## src/rtl/sub_pipe_pkg.sv

```systemverilog
// Shared types and arithmetic helpers for the pipelined add/subtract unit:
// 4-bit carry-lookahead groups and two's-complement overflow detection.
package sub_pipe_pkg;

  localparam int GRP_W = 4;

  typedef struct packed {
    logic p;
    logic g;
  } grp_pg_t;

  typedef struct packed {
    logic [GRP_W-1:0] sum;
    grp_pg_t          pg;
  } grp_res_t;

  // Sum of one group for a given carry-in, plus the group propagate/generate
  // pair so the caller can chain groups without waiting on the sum.
  function automatic grp_res_t grp_lookahead(input logic [GRP_W-1:0] a,
                                             input logic [GRP_W-1:0] b,
                                             input logic             cin);
    logic [GRP_W-1:0] p;
    logic [GRP_W-1:0] g;
    logic [GRP_W-1:0] c;
    grp_res_t         res;
    p    = a ^ b;
    g    = a & b;
    c[0] = cin;
    for (int i = 0; i < GRP_W - 1; i++) begin
      c[i+1] = g[i] | (p[i] & c[i]);
    end
    res.sum  = p ^ c;
    res.pg.p = &p;
    res.pg.g = g[3] | (p[3] & g[2]) | (p[3] & p[2] & g[1]) |
               (p[3] & p[2] & p[1] & g[0]);
    return res;
  endfunction

  // b_msb is the msb of the original (non-inverted) second operand.
  function automatic logic ovf_calc(input logic a_msb,
                                    input logic b_msb,
                                    input logic r_msb,
                                    input logic op_sub);
    logic ovf;
    if (op_sub) begin
      ovf = (a_msb != b_msb) & (r_msb != a_msb);
    end else begin
      ovf = (a_msb == b_msb) & (r_msb != a_msb);
    end
    return ovf;
  endfunction

endpackage

```

## src/rtl/sub_pipe_nbit_if.sv

```systemverilog
// Operand/result bus of sub_pipe_nbit: one input handshake, one output handshake.
interface sub_pipe_nbit_if #(
  parameter int WIDTH = 16
);

  // Both channels use strict valid/ready: a transfer happens on a rising clk
  // edge where valid & ready are both 1; once valid is raised the payload
  // must stay stable until that transfer, and ready may depend on valid.
  logic             in_valid;
  logic             in_ready;
  logic             op_sub;
  logic [WIDTH-1:0] din1;
  logic [WIDTH-1:0] din2;
  logic             out_valid;
  logic             out_ready;
  logic [WIDTH-1:0] dout;
  logic             bout;
  logic             ovf;

  modport master (
    output in_valid, op_sub, din1, din2, out_ready,
    input  in_ready, out_valid, dout, bout, ovf
  );

  modport slave (
    input  in_valid, op_sub, din1, din2, out_ready,
    output in_ready, out_valid, dout, bout, ovf
  );

endinterface

```

## src/rtl/sub_pipe_stage.sv

```systemverilog
// One registered slice: adds its G lookahead groups using the carry left by
// the previous slice, and carries the rest of the transaction along.
module sub_pipe_stage
  import sub_pipe_pkg::*;
#(
  parameter int WIDTH  = 16,
  parameter int STAGES = 4,
  parameter int IDX    = 0
) (
  input  logic             clk,
  input  logic             rst_n,
  input  logic             load,
  input  logic             prev_v,
  input  logic [WIDTH-1:0] prev_a,
  input  logic [WIDTH-1:0] prev_b,
  input  logic [WIDTH-1:0] prev_r,
  input  logic             prev_c,
  input  logic             prev_op,
  output logic             v,
  output logic [WIDTH-1:0] a,
  output logic [WIDTH-1:0] b,
  output logic [WIDTH-1:0] r,
  output logic             c,
  output logic             op
);

  localparam int G  = WIDTH / (GRP_W * STAGES);
  localparam int LO = IDX * G * GRP_W;

  logic [WIDTH-1:0] r_next;
  logic             c_next;
  logic             cy;
  grp_res_t         res;

  // prev_b already holds ~din2 for subtraction, so every slice is a plain add.
  always_comb begin
    r_next = prev_r;
    cy     = prev_c;
    res    = '0;
    for (int j = 0; j < G; j++) begin
      res = grp_lookahead(prev_a[LO + j*GRP_W +: GRP_W],
                          prev_b[LO + j*GRP_W +: GRP_W], cy);
      r_next[LO + j*GRP_W +: GRP_W] = res.sum;
      cy = res.pg.g | (res.pg.p & cy);
    end
    c_next = cy;
  end

  always_ff @(posedge clk) begin
    if (!rst_n) begin
      v  <= 1'b0;
      a  <= '0;
      b  <= '0;
      r  <= '0;
      c  <= 1'b0;
      op <= 1'b0;
    end else if (load) begin
      v <= prev_v;
      if (prev_v) begin
        a  <= prev_a;
        b  <= prev_b;
        r  <= r_next;
        c  <= c_next;
        op <= prev_op;
      end
    end
  end

endmodule

```

## src/rtl/sub_pipe_nbit.sv

```systemverilog
// Pipelined WIDTH-bit add/subtract with valid/ready flow control and signed
// overflow flag. Define SUB_PIPE_SAT_EN to saturate dout on signed overflow.
module sub_pipe_nbit
  import sub_pipe_pkg::*;
#(
  parameter int WIDTH  = 16,
  parameter int STAGES = 4
) (
  input  logic           clk,
  input  logic           rst_n,
  sub_pipe_nbit_if.slave bus
);

  if ((WIDTH % GRP_W) != 0 || (WIDTH / GRP_W) < STAGES ||
      ((WIDTH / GRP_W) % STAGES) != 0) begin : g_bad_cfg
    $error("sub_pipe_nbit: WIDTH/4 must be a positive multiple of STAGES");
  end

  logic [STAGES-1:0] v;
  logic [STAGES-1:0] rdy;
  logic [STAGES-1:0] c_s;
  logic [STAGES-1:0] op_s;
  logic [WIDTH-1:0]  a_s [STAGES];
  logic [WIDTH-1:0]  b_s [STAGES];
  logic [WIDTH-1:0]  r_s [STAGES];

  // Ready ripples back from the consumer so a full pipe still moves every
  // cycle that the output is taken.
  always_comb begin
    logic acc;
    acc = bus.out_ready | ~v[STAGES-1];
    rdy = '0;
    rdy[STAGES-1] = acc;
    for (int k = STAGES - 2; k >= 0; k--) begin
      acc    = ~v[k] | acc;
      rdy[k] = acc;
    end
  end

  assign bus.in_ready = rdy[0] & rst_n;

  for (genvar k = 0; k < STAGES; k++) begin : g_stage
    logic             pv;
    logic             pc;
    logic             pop;
    logic [WIDTH-1:0] pa;
    logic [WIDTH-1:0] pb;
    logic [WIDTH-1:0] pr;

    if (k == 0) begin : g_first
      assign pv  = bus.in_valid;
      assign pa  = bus.din1;
      assign pb  = bus.din2 ^ {WIDTH{bus.op_sub}};
      assign pr  = '0;
      assign pc  = bus.op_sub;
      assign pop = bus.op_sub;
    end else begin : g_next
      assign pv  = v[k-1];
      assign pa  = a_s[k-1];
      assign pb  = b_s[k-1];
      assign pr  = r_s[k-1];
      assign pc  = c_s[k-1];
      assign pop = op_s[k-1];
    end

    sub_pipe_stage #(
      .WIDTH  (WIDTH),
      .STAGES (STAGES),
      .IDX    (k)
    ) u_stage (
      .clk     (clk),
      .rst_n   (rst_n),
      .load    (rdy[k]),
      .prev_v  (pv),
      .prev_a  (pa),
      .prev_b  (pb),
      .prev_r  (pr),
      .prev_c  (pc),
      .prev_op (pop),
      .v       (v[k]),
      .a       (a_s[k]),
      .b       (b_s[k]),
      .r       (r_s[k]),
      .c       (c_s[k]),
      .op      (op_s[k])
    );
  end

  logic             a_msb;
  logic             b_msb;
  logic             last_op;
  logic             ovf_w;
  logic [WIDTH-1:0] r_fin;

  always_comb begin
    last_op = op_s[STAGES-1];
    r_fin   = r_s[STAGES-1];
    a_msb   = a_s[STAGES-1][WIDTH-1];
    // Undo the subtract inversion to recover the original din2 sign.
    b_msb   = b_s[STAGES-1][WIDTH-1] ^ last_op;
    ovf_w   = ovf_calc(a_msb, b_msb, r_fin[WIDTH-1], last_op);

    bus.out_valid = v[STAGES-1];
    bus.bout      = last_op ? ~c_s[STAGES-1] : c_s[STAGES-1];
    bus.ovf       = ovf_w;
`ifdef SUB_PIPE_SAT_EN
    bus.dout      = ovf_w ? {a_msb, {(WIDTH-1){~a_msb}}} : r_fin;
`else
    bus.dout      = r_fin;
`endif
  end

endmodule

```

## src/flat_wrapper.sv

```systemverilog
// flat-port wrapper written by rule: the top's interface ports become plain ports
module sub_pipe_nbit_flat import sub_pipe_pkg::*;
#(
  parameter int WIDTH  = 16,
  parameter int STAGES = 4
)
  (clk, rst_n, bus_in_valid, bus_op_sub, bus_din1, bus_din2, bus_out_ready, bus_in_ready, bus_out_valid, bus_dout, bus_bout, bus_ovf);
  sub_pipe_nbit_if #(.WIDTH(WIDTH)) bus_i ();
  input  logic clk;
  input  logic rst_n;
  input wire logic [$bits(bus_i.in_valid)-1:0] bus_in_valid;
  input wire logic [$bits(bus_i.op_sub)-1:0] bus_op_sub;
  input wire logic [$bits(bus_i.din1)-1:0] bus_din1;
  input wire logic [$bits(bus_i.din2)-1:0] bus_din2;
  input wire logic [$bits(bus_i.out_ready)-1:0] bus_out_ready;
  output wire logic [$bits(bus_i.in_ready)-1:0] bus_in_ready;
  output wire logic [$bits(bus_i.out_valid)-1:0] bus_out_valid;
  output wire logic [$bits(bus_i.dout)-1:0] bus_dout;
  output wire logic [$bits(bus_i.bout)-1:0] bus_bout;
  output wire logic [$bits(bus_i.ovf)-1:0] bus_ovf;
  assign bus_i.in_valid = bus_in_valid;
  assign bus_i.op_sub = bus_op_sub;
  assign bus_i.din1 = bus_din1;
  assign bus_i.din2 = bus_din2;
  assign bus_i.out_ready = bus_out_ready;
  assign bus_in_ready = bus_i.in_ready;
  assign bus_out_valid = bus_i.out_valid;
  assign bus_dout = bus_i.dout;
  assign bus_bout = bus_i.bout;
  assign bus_ovf = bus_i.ovf;
  sub_pipe_nbit #(.WIDTH(WIDTH), .STAGES(STAGES)) u_core (.clk(clk), .rst_n(rst_n), .bus(bus_i));
endmodule
```

## config.mk

```make
export PLATFORM = sky130hd
export DESIGN_NAME = sub_pipe_nbit_flat
export DESIGN_NICKNAME = d
export VERILOG_FILES = /design/src/rtl/sub_pipe_pkg.sv /design/src/rtl/sub_pipe_nbit_if.sv /design/src/rtl/sub_pipe_stage.sv /design/src/rtl/sub_pipe_nbit.sv /design/src/flat_wrapper.sv
export SDC_FILE = /design/constraint.sdc
export NUM_CORES = 1
export LEC_CHECK = 0
export BUFFER_PORTS_ARGS = -buffer_cell sky130_fd_sc_hd__buf_4
export CORE_ASPECT_RATIO = 0.75
export CORE_UTILIZATION = 55
export DETAILED_ROUTE_END_ITERATION = 6
export MAX_ROUTING_LAYER = met4
export PLACE_DENSITY = 0.81
export SLEW_MARGIN = 40
export SYNTH_ARGS = -nofsm -noshare
export SYNTH_HDL_FRONTEND = slang
export SYNTH_HIERARCHICAL = 1
export SYNTH_SLANG_ARGS = --single-unit
```

## constraint.sdc

```tcl
create_clock -name clk -period 2.7 [get_ports clk]
set_clock_uncertainty 0.1 [all_clocks]
set_input_delay 0.54 -clock clk [delete_from_list [all_inputs] [get_ports clk]]
set_output_delay 0.54 -clock clk [all_outputs]
set_load 0.02 [all_outputs]
```

==> reports/metrics.yaml <==
power:
  powerDensity_nw_per_um2: 596
  power_mw: 3.16
  leakage_nw: 2.26
  ir_drop_v: 0.000392
clock_network:
  cts.repair.resized: 0
  cts_root_buf: "clkbuf_16"
  cts_tree: "done"
  cts_buffers: 9
  holdBufCountCts: 0
  cts_buffer_depth: 2
  cts_sinks: 102
  post-cts-setup-buffers: 0
  htreeDepth: 3
  clk_latency_ns: 0.34
  clk_pin_slew_ns: 0.06
sta:
  finalHoldViolations: 0
  finalMaxSlewViolations: 0
  finalSetupTns_ns: 0
  rsz0062_at_grt: "no"
  tightest_slew_ns: 0.798
  finalWorstPathRequiredPeriod_ns: 2.32
  fmax_ghz: 0.431
  period_share_pct: 85.9
  setup_viol: 0
  slew_headroom_pct: 46.8
detailed_routing:
  wl_per_cell_um: 13.3
  viasPerCell: 5.11
  dr.pass1.iters: 4
  antenna_left: 0
  finalWirelength_mm: 8.90
  vias: 3426
  initialDrtViolationCount: 213
  drc: 0
die:
  core_um2: 8490
  die_y_um: 83.3
  core.rowCount: 29
  dieArea_um2: 9190
  initial_core_util_pct: 57.0
  io_pins: 57
  die_w_um: 110
global_route:
  antenna_found_initial: 0
  grt_max_degree: 103
  grt_pass1_vias: 3115
  grt_usage_pct: 21.2
  grt_pass1_wl_mm: 14.8
  grt.overflow.total: 0
worst_setup_path:
  crit_path_max_fanout: 3
  r2r-start: "u_core/g_stage[0].u_stage/a[4]"
  r2r_end: "u_core/g_stage[1].u_stage/r[7]"
  worstSetupEndpointType: "register"
  crit_end: "u_core/g_stage[0].u_stage/r[3]"
  crit_start: "bus_op_sub"
  reg2reg_depth: 6
  worstSetupPathType: "in2reg"
  r2r_slack_ns: 0.53
  critPathLaunchType: "input pin"
  worstPathRequired_ns: 2.83
  arrival_ns: 2.45
cells_and_area:
  fillCellCount: 714
  drive_above_1_share_pct: 13.9
  diodes: 0
  syn2layout_area_growth_pct: 9.53
  fin_cells: 670
  fin_nets: 622
worst_hold_path:
  hold_class: "in2reg"
synth:
  ys_warn_count: 6
  syn_avg_cell_area_um2: 8.92
  synth.net_count: 608
  synth_cells: 543
  synth_area_um2: 4840
placed_design:
  place_inst: 654
  place_congestion: 0.791
  port_buffers: 56
  dp_hpwl_mm: 6.17
outcome:
  status: "finished, final reports clean"
flow_run:
  maxCapViolCount: 0
==> power breakdown <==
part,internal (mW),leakage [nW],switching [mW]
combinational,0.137,1.29,0.153
sequential,1.56,0.830,0.0369
clock,0.743,0.142,0.534
total,2.44,2.26,0.723
==> sequential cells by signal (all words and copies together), names as in the netlist <==
name,count
u_core/g_stage.u_stage/c,4
u_core/g_stage.u_stage/a,25
u_core/g_stage.u_stage/r,40
u_core/g_stage.u_stage/b,25
u_core/g_stage.u_stage/v,4
u_core/g_stage.u_stage/op,4
==> cell type report <==
| type | instances | area [um2] | area share [%] |
|---|---|---|---|
| Clock buffer | 11 | 243 | 4.58 |
| Clock inverter | 5 | 58.8 | 1.11 |
| Tap cell | 108 | 135 | 2.55 |
| Inverter | 10 | 37.5 | 0.708 |
| Timing Repair Buffer | 61 | 462 | 8.70 |
| Multi-Input combinational cell | 373 | 2330 | 43.9 |
| Sequential cell | 102 | 2040 | 38.5 |
==> critical path, stage by stage <==
cell and delay (ns):
buf_4 0.13, xor2_1 0.18, fa_1 0.45, fa_1 0.42
fa_1 0.40, xnor2_1 0.14, nand2_1 0.06, o211a_1 0.14
==> how the worst min path moves through the flow <==
stage | start | to | slack, ns | cells past startpoint
6_report | bus_din1[15] | u_core/g_stage[0].u_stage/a[15] | 0.35 | 3
4_1_cts | bus_din1[15] | u_core/g_stage[0].u_stage/a[15] | 0.34 | 3
2_1_floorplan | u_core/g_stage[0].u_stage/r[3] | u_core/g_stage[1].u_stage/r[3] | 0.33 | 2
5_1_grt | bus_din1[5] | u_core/g_stage[0].u_stage/a[5] | 0.35 | 3
3_5_place_dp | u_core/g_stage[0].u_stage/b[12] | u_core/g_stage[1].u_stage/b[12] | 0.34 | 2
3_3_place_gp | u_core/g_stage[0].u_stage/b[14] | u_core/g_stage[1].u_stage/b[14] | 0.34 | 2
==> stage by stage <==
stage                     util, %  setup slack [ns]  instance area [um2]  hold slack [ns]
after global placement       58.9            0.0757                 5000            0.340
after floorplan                 -             0.179                 4840            0.331
after detailed placement     58.9            0.0245                 5000            0.342
after CTS                    62.4             0.382                 5300            0.342
final                        62.5             0.380                 5310            0.347
after global routing         62.5             0.312                 5310            0.349
==> routing by layer <==
layer	global-route usage, %	routed length, um	vias up
met1	30.6	4410	1565
met3	5.89	434	2
met2	29.9	4030	95
met5	-	0	-
li1	-	-	1764
met4	3.59	21	0
==> layout by cell type, fill, tap and decap left out, types with 7 or more instances in the layout <==
| master | n |
|---|---|
| a21boi_0 | 7 |
| nand2_1 | 188 |
| a21oi_1 | 8 |
| xor2_1 | 17 |
| a21o_1 | 8 |
| clkbuf_16 | 9 |
| dfxtp_1 | 102 |
| buf_4 | 60 |
| a21boi_1 | 85 |
| ha_1 | 16 |
| inv_1 | 10 |
| fa_1 | 12 |
Power figures use the tool's default switching activity.
